### src/rtl/ram_arbiter.sv
// Two-requester arbiter in front of a single-port RAM, one access in flight at a time.
// Define RAM_ARB_RR_EN for round-robin contention; default build is fixed priority (req0 wins).
module ram_arbiter #(
  parameter int AW = 4,
  parameter int DW = 8
) (
  input  logic          clk,
  input  logic          rst_n,
  input  logic          req0,
  input  logic          we0,
  input  logic [AW-1:0] addr0,
  input  logic [DW-1:0] wdata0,
  output logic          gnt0,
  output logic          rvalid0,
  input  logic          req1,
  input  logic          we1,
  input  logic [AW-1:0] addr1,
  input  logic [DW-1:0] wdata1,
  output logic          gnt1,
  output logic          rvalid1,
  output logic [DW-1:0] rdata,
  output logic          ram_we,
  output logic          ram_re,
  output logic [AW-1:0] ram_addr,
  output logic [DW-1:0] ram_din,
  input  logic [DW-1:0] ram_dout
);

  // state | meaning
  // IDLE  | waiting for a request; arbitrate and latch the winner's command
  // WR    | RAM write issued, winner granted
  // RD    | RAM read issued, winner granted
  // RDATA | RAM output valid; captured into rdata at the closing edge
  typedef enum logic [1:0] {IDLE, WR, RD, RDATA} state_t;

  state_t        state, state_nxt;
  logic          sel, sel_nxt;
  logic          pick;
  logic [AW-1:0] addr_q, addr_nxt;
  logic [DW-1:0] din_q, din_nxt;
  logic [DW-1:0] rdata_q;
  logic          rvalid0_q, rvalid1_q;

`ifdef RAM_ARB_RR_EN
  logic last_q;

  // On contention the requester not served last wins.
  always_comb begin
    if (req0 && req1) pick = ~last_q;
    else              pick = req1;
  end

  always_ff @(posedge clk or negedge rst_n) begin
    if (!rst_n)                           last_q <= 1'b1;
    else if (state == IDLE && (req0 || req1)) last_q <= pick;
  end
`else
  always_comb pick = ~req0;
`endif

  always_comb begin
    state_nxt = state;
    sel_nxt   = sel;
    addr_nxt  = addr_q;
    din_nxt   = din_q;
    case (state)
      IDLE: begin
        if (req0 || req1) begin
          sel_nxt   = pick;
          addr_nxt  = pick ? addr1 : addr0;
          din_nxt   = pick ? wdata1 : wdata0;
          state_nxt = (pick ? we1 : we0) ? WR : RD;
        end
      end
      WR:      state_nxt = IDLE;
      RD:      state_nxt = RDATA;
      RDATA:   state_nxt = IDLE;
      default: state_nxt = IDLE;
    endcase
  end

  always_ff @(posedge clk or negedge rst_n) begin
    if (!rst_n) begin
      state     <= IDLE;
      sel       <= 1'b0;
      addr_q    <= '0;
      din_q     <= '0;
      rdata_q   <= '0;
      rvalid0_q <= 1'b0;
      rvalid1_q <= 1'b0;
    end else begin
      state     <= state_nxt;
      sel       <= sel_nxt;
      addr_q    <= addr_nxt;
      din_q     <= din_nxt;
      rvalid0_q <= (state == RDATA) && !sel;
      rvalid1_q <= (state == RDATA) && sel;
      if (state == RDATA) rdata_q <= ram_dout;
    end
  end

  // All RAM-side and handshake outputs decode straight from flops.
  assign ram_we   = (state == WR);
  assign ram_re   = (state == RD);
  assign ram_addr = addr_q;
  assign ram_din  = din_q;
  assign gnt0     = (state == WR || state == RD) && !sel;
  assign gnt1     = (state == WR || state == RD) && sel;
  assign rvalid0  = rvalid0_q;
  assign rvalid1  = rvalid1_q;
  assign rdata    = rdata_q;

endmodule

### config.mk
export PLATFORM = sky130hd
export DESIGN_NAME = ram_arbiter
export DESIGN_NICKNAME = d
export VERILOG_FILES = /design/src/rtl/ram_arbiter.sv
export SDC_FILE = /design/constraint.sdc
export NUM_CORES = 1
export LEC_CHECK = 0
export CAP_MARGIN = 15
export CORE_UTILIZATION = 41
export CTS_CLUSTER_SIZE = 24
export DETAILED_ROUTE_END_ITERATION = 16
export GPL_TIMING_DRIVEN = 0
export PLACE_DENSITY = 0.95
export SETUP_SLACK_MARGIN = 0.15
export SYNTH_ARGS = -nofsm -noshare
export SYNTH_HDL_FRONTEND = slang
export SYNTH_SLANG_ARGS = --single-unit
### constraint.sdc
create_clock -name clk -period 2.1 [get_ports clk]
set_input_delay 0.21 -clock clk [delete_from_list [all_inputs] [get_ports clk]]
set_output_delay 0.21 -clock clk [all_outputs]
set_load 0.01 [all_outputs]
**Word level (Yosys, flattened, before mapping)**

Cells that the tools add are included.

- Word-level logic and storage cells: 28
- Input port bits: 38
- Register bits: 25
- Output and inout port bits: 26

- Mux-type cells: 6
- Reduce and logical (&&, ||, !) cells: 10
- Equal/unequal tests: 4
- Bitwise operators: 1

Operator list:

| cell | count |
|---|---|
| 8-bit 2-to-1 mux | 1 |
| 2-bit one-hot mux with 3 select lines | 1 |
| 2-bit == test, second input constant | 2 |
| 1-bit logical AND | 4 |
| 2-bit 2-to-1 mux | 2 |
| 4-bit 2-to-1 mux | 1 |
| 2-bit by 1-bit == test with 1-bit output, second input constant | 1 |
| 2-bit zero test | 1 |
| 1-bit logical OR | 2 |
| 2-bit != test, second input constant | 1 |
| 2-bit AND reduction | 1 |
| 2-bit OR reduction | 1 |
| 1-bit zero test | 1 |
| 1-bit 2-to-1 mux | 1 |
| 1-bit NOT | 1 |

**Logic depth before layout (Yosys ltp)**

- Depth in word-level cells: 4
- Gate-level depth with buffers: 6
- Mapped depth without buffers: 5

**Least setup slack after synthesis**

OpenSTA, ideal clock, no wires.

- Path kind: flip-flop to flip-flop
- From: register state[0]
- To: register din_q[0], in the netlist ram_din[0]
- Buffers on the path: 1
- Clock period less this slack: 1,187 ps
- Cell stages (with the launch flop): 7
- Arrival: 1,055 ps
- Slack: 913 ps
- Required time: 1,968 ps
- Library setup time: 132 ps
- Cells stage by stage: dfrtp_1 inv_1 ha_1 o21ai_4 buf_6 nand2_1 o21ai_0

- Word-level cells in the longest chain between the ends: 2

RTL lines:

| item | line | RTL |
|---|---|---|
| from (decl) | 36 | `state_t state, state_nxt;` |
| from (signal assigned) | 92 | `state <= state_nxt;` |
| 2-bit zero test | 66 | `case (state)` |
| 2-bit AND reduction (no line) | - |  |
| to (signal assigned) | 95 | `din_q <= din_nxt;` |
| to (decl) | 40 | `logic [DW-1:0] din_q, din_nxt;` |

No other way between the ends.
A chain may end at the register's enable or synchronous reset.

**Final worst setup path**

- From: register state[0]
- To: output port ram_re

- Word-level cells in the longest chain between the ends: 1

RTL lines:

| item | line | RTL |
|---|---|---|
| 2-bit == test | 104 | `assign ram_re = (state == RD);` |
| to (decl) | 23 | `output logic ram_re,` |

No other way between the ends.

==> metrics.cfg <==
[job]
drv_cap=0

[timing]
finalHoldViolCount=0
worst_slew_pin_slew_ps=468
fmax_mhz=544
setup_viol=0
period_needed_ps=1840
rsz0062_at_grt=false
finalCritPeriodShare_pct=87.5
slew_headroom_pct=68.7
skew_ps=2.10
slew_violations=0
setup_tns_ps=0

[placed_design]
hpwl_um=2230
place_inst=187
gp_congestion=0.720
io_buffers=62
dpl-instance-area_sq_mm=0.00181

[logic_synthesis]
synthTopCellsByCount=dfrtp_1 (25), nand2_1 (16), mux2i_1 (12), o21ai_0 (11), mux2_2 (8)
synth_top_cell_area_share_pct=54.2
syn-num-nets=137
avgSynthCellArea_sq_um=12.1
synthCells=95
synthTopCellsByArea=dfrtp_1 (54%), mux2i_1 (10%), mux2_2 (7.8%)
synthesis.area_sq_mm=0.00115
yosysMostFrequentCell=dfrtp_1
synth-edff-count=0
synth_seq_cells=25
ys_types=18
yosysWarningCount=0
synth_top_area_cell=dfrtp_1
synthArstFlopShare_pct=100
ys_seq_area_share_pct=54.2
ys.flop_type=dfrtp_1

[detailed_routing]
drc=0
drtIter0Drc=5
viasPerCell=4.98
dr_total_vias=967
wirelength_um=2820
drtPass1Iterations=4
wl_per_cell_um=14.5
postRouteAntennaNets=0

[floorplanning]
initial_core_util_pct=44.9
die_h_um=55.0
ios=64
die-width_um=55.0
dieArea_sq_mm=0.00303
rows=18
core_region_area_sq_mm=0.00257

[worst_setup_path]
crit_arrival_ps=1630
worstSetupPathType=reg -> out
worst-r2r-setup-slack_ps=780
worstPathMaxFanout=3
cp-start-kind=flip-flop
required_ps=1890
cp-end-kind=output pin

[cells_and_area]
num-nets-final=207
final_cell_count_no_fill=194
seq_area_sq_um=626
syn2layout_area_growth_pct=62.9
num-fill-cells=188
antenna_cells=0
multi_input_area_sq_um=470
drive_above_1_share_pct=14.0
fin_area_sq_mm=0.00188

[clock_network]
clk_path_buf_depth=2
cts-htree-levels=1
clk_pin_slew_ps=140
clkSinkCount=25
root_buffer=clkbuf_4
cts_tree=yes
clock_latency_ps=330
cts_buffers=3

[pwr]
ir_drop_v=0.000939
powerDensity_mw_per_mm2=1260
power.total_w=0.00236
leakage_nw=0.848

[grt]
antenna_found_initial=0
grt_max_degree=26
grt_pass1_vias=992
grt_overflow_total=0
grt_pass1_wl_um=4000
grt_usage_pct=19.0

[status]
run_status=complete, no violations

[min_path]
min_path_type=in -> async

stage by stage:
step / setup WS, ps / util [%] / hold slack, ps
detailed placement: 376 / 70.6 / 476
finish: 263 / 73.2 / 179
floorplan: 913 / - / -85.6
global route: 214 / 73.2 / 192
CTS: 300 / 72.1 / 219
global placement: 505 / 70.6 / 465
kinds of logic (layout without fill, tap and decap cells):
group	count (synthesis)	in the layout	share of synthesized area, %
AOI/OAI and AO/OA	17	17	9.54
adders and majority gates	4	4	4.34
buffers and inverters	7	76	4.99
DFF	25	25	54.2
muxes	20	20	18.2
and+or+nand+nor	22	22	8.68
registers in the layout, summed over array words and instances, names as in the netlist:
name,count
sel,1
state,2
rdata,8
ram_addr,4
rvalid1,1
rvalid0,1
ram_din,8
path summary, 6_finish.rpt:
check	startpoint	endpoint	cells after the start
hold reg to reg	ram_din[1]	ram_din[1]	2
setup / recovery	state[0]	ram_re	3
max in group asynchronous	rst_n	ram_din[5]	2
setup reg to reg	state[0]	ram_din[7]	6
hold / removal	rst_n	ram_din[6]	1
min in group clk	req0	state[0]	3
critical path, stage by stage, from the launching register on:
cell and delay, ps:
dfrtp_1 400, inv_1 100, ha_1 220, clkdlybuf4s50_1 570
where the power goes:
part	internal, W	switching (W)
Clock	0.0000717	0.000153
Combinational	0.000753	0.000545
Sequential	0.000713	0.000127
Total	0.00154	0.000824
timing repair:
item	in CTS	in global routing
hold buffers	0	0
gates resized for setup	2	0
setup endpoints to repair	2	0
buffers inserted	2	0
final cells by class:
type	count	share of cell area, %
Buffer	5	2.66
Clock inverter	1	0.266
Inverter	2	0.399
Timing Repair Buffer	65	35.2
Tap cell	30	2.00
Multi-Input combinational cell	63	25.0
Sequential cell	25	33.3
Clock buffer	3	1.20
per-layer routing:
metal | up-vias | share of wire, % | global-route usage, %
li1 | 463 | - | -
met1 | 461 | 38 | 18.9
met2 | 39 | 53 | 37.3
met3 | 4 | 8.0 | 3.83
met4 | 0 | 1.6 | 8.33
met5 | - | 0 | 0
placed cells by master (no fill, tap or decap), types with 3 or more instances in the layout:
master / n
o21ai_0: 11
clkbuf_4: 3
mux2_2: 8
clkdlybuf4s50_1: 60
ha_1: 4
mux2i_1: 12
nand2_1: 16
dfrtp_1: 25
buf_6: 4
(Power assumes the default switching activity.)
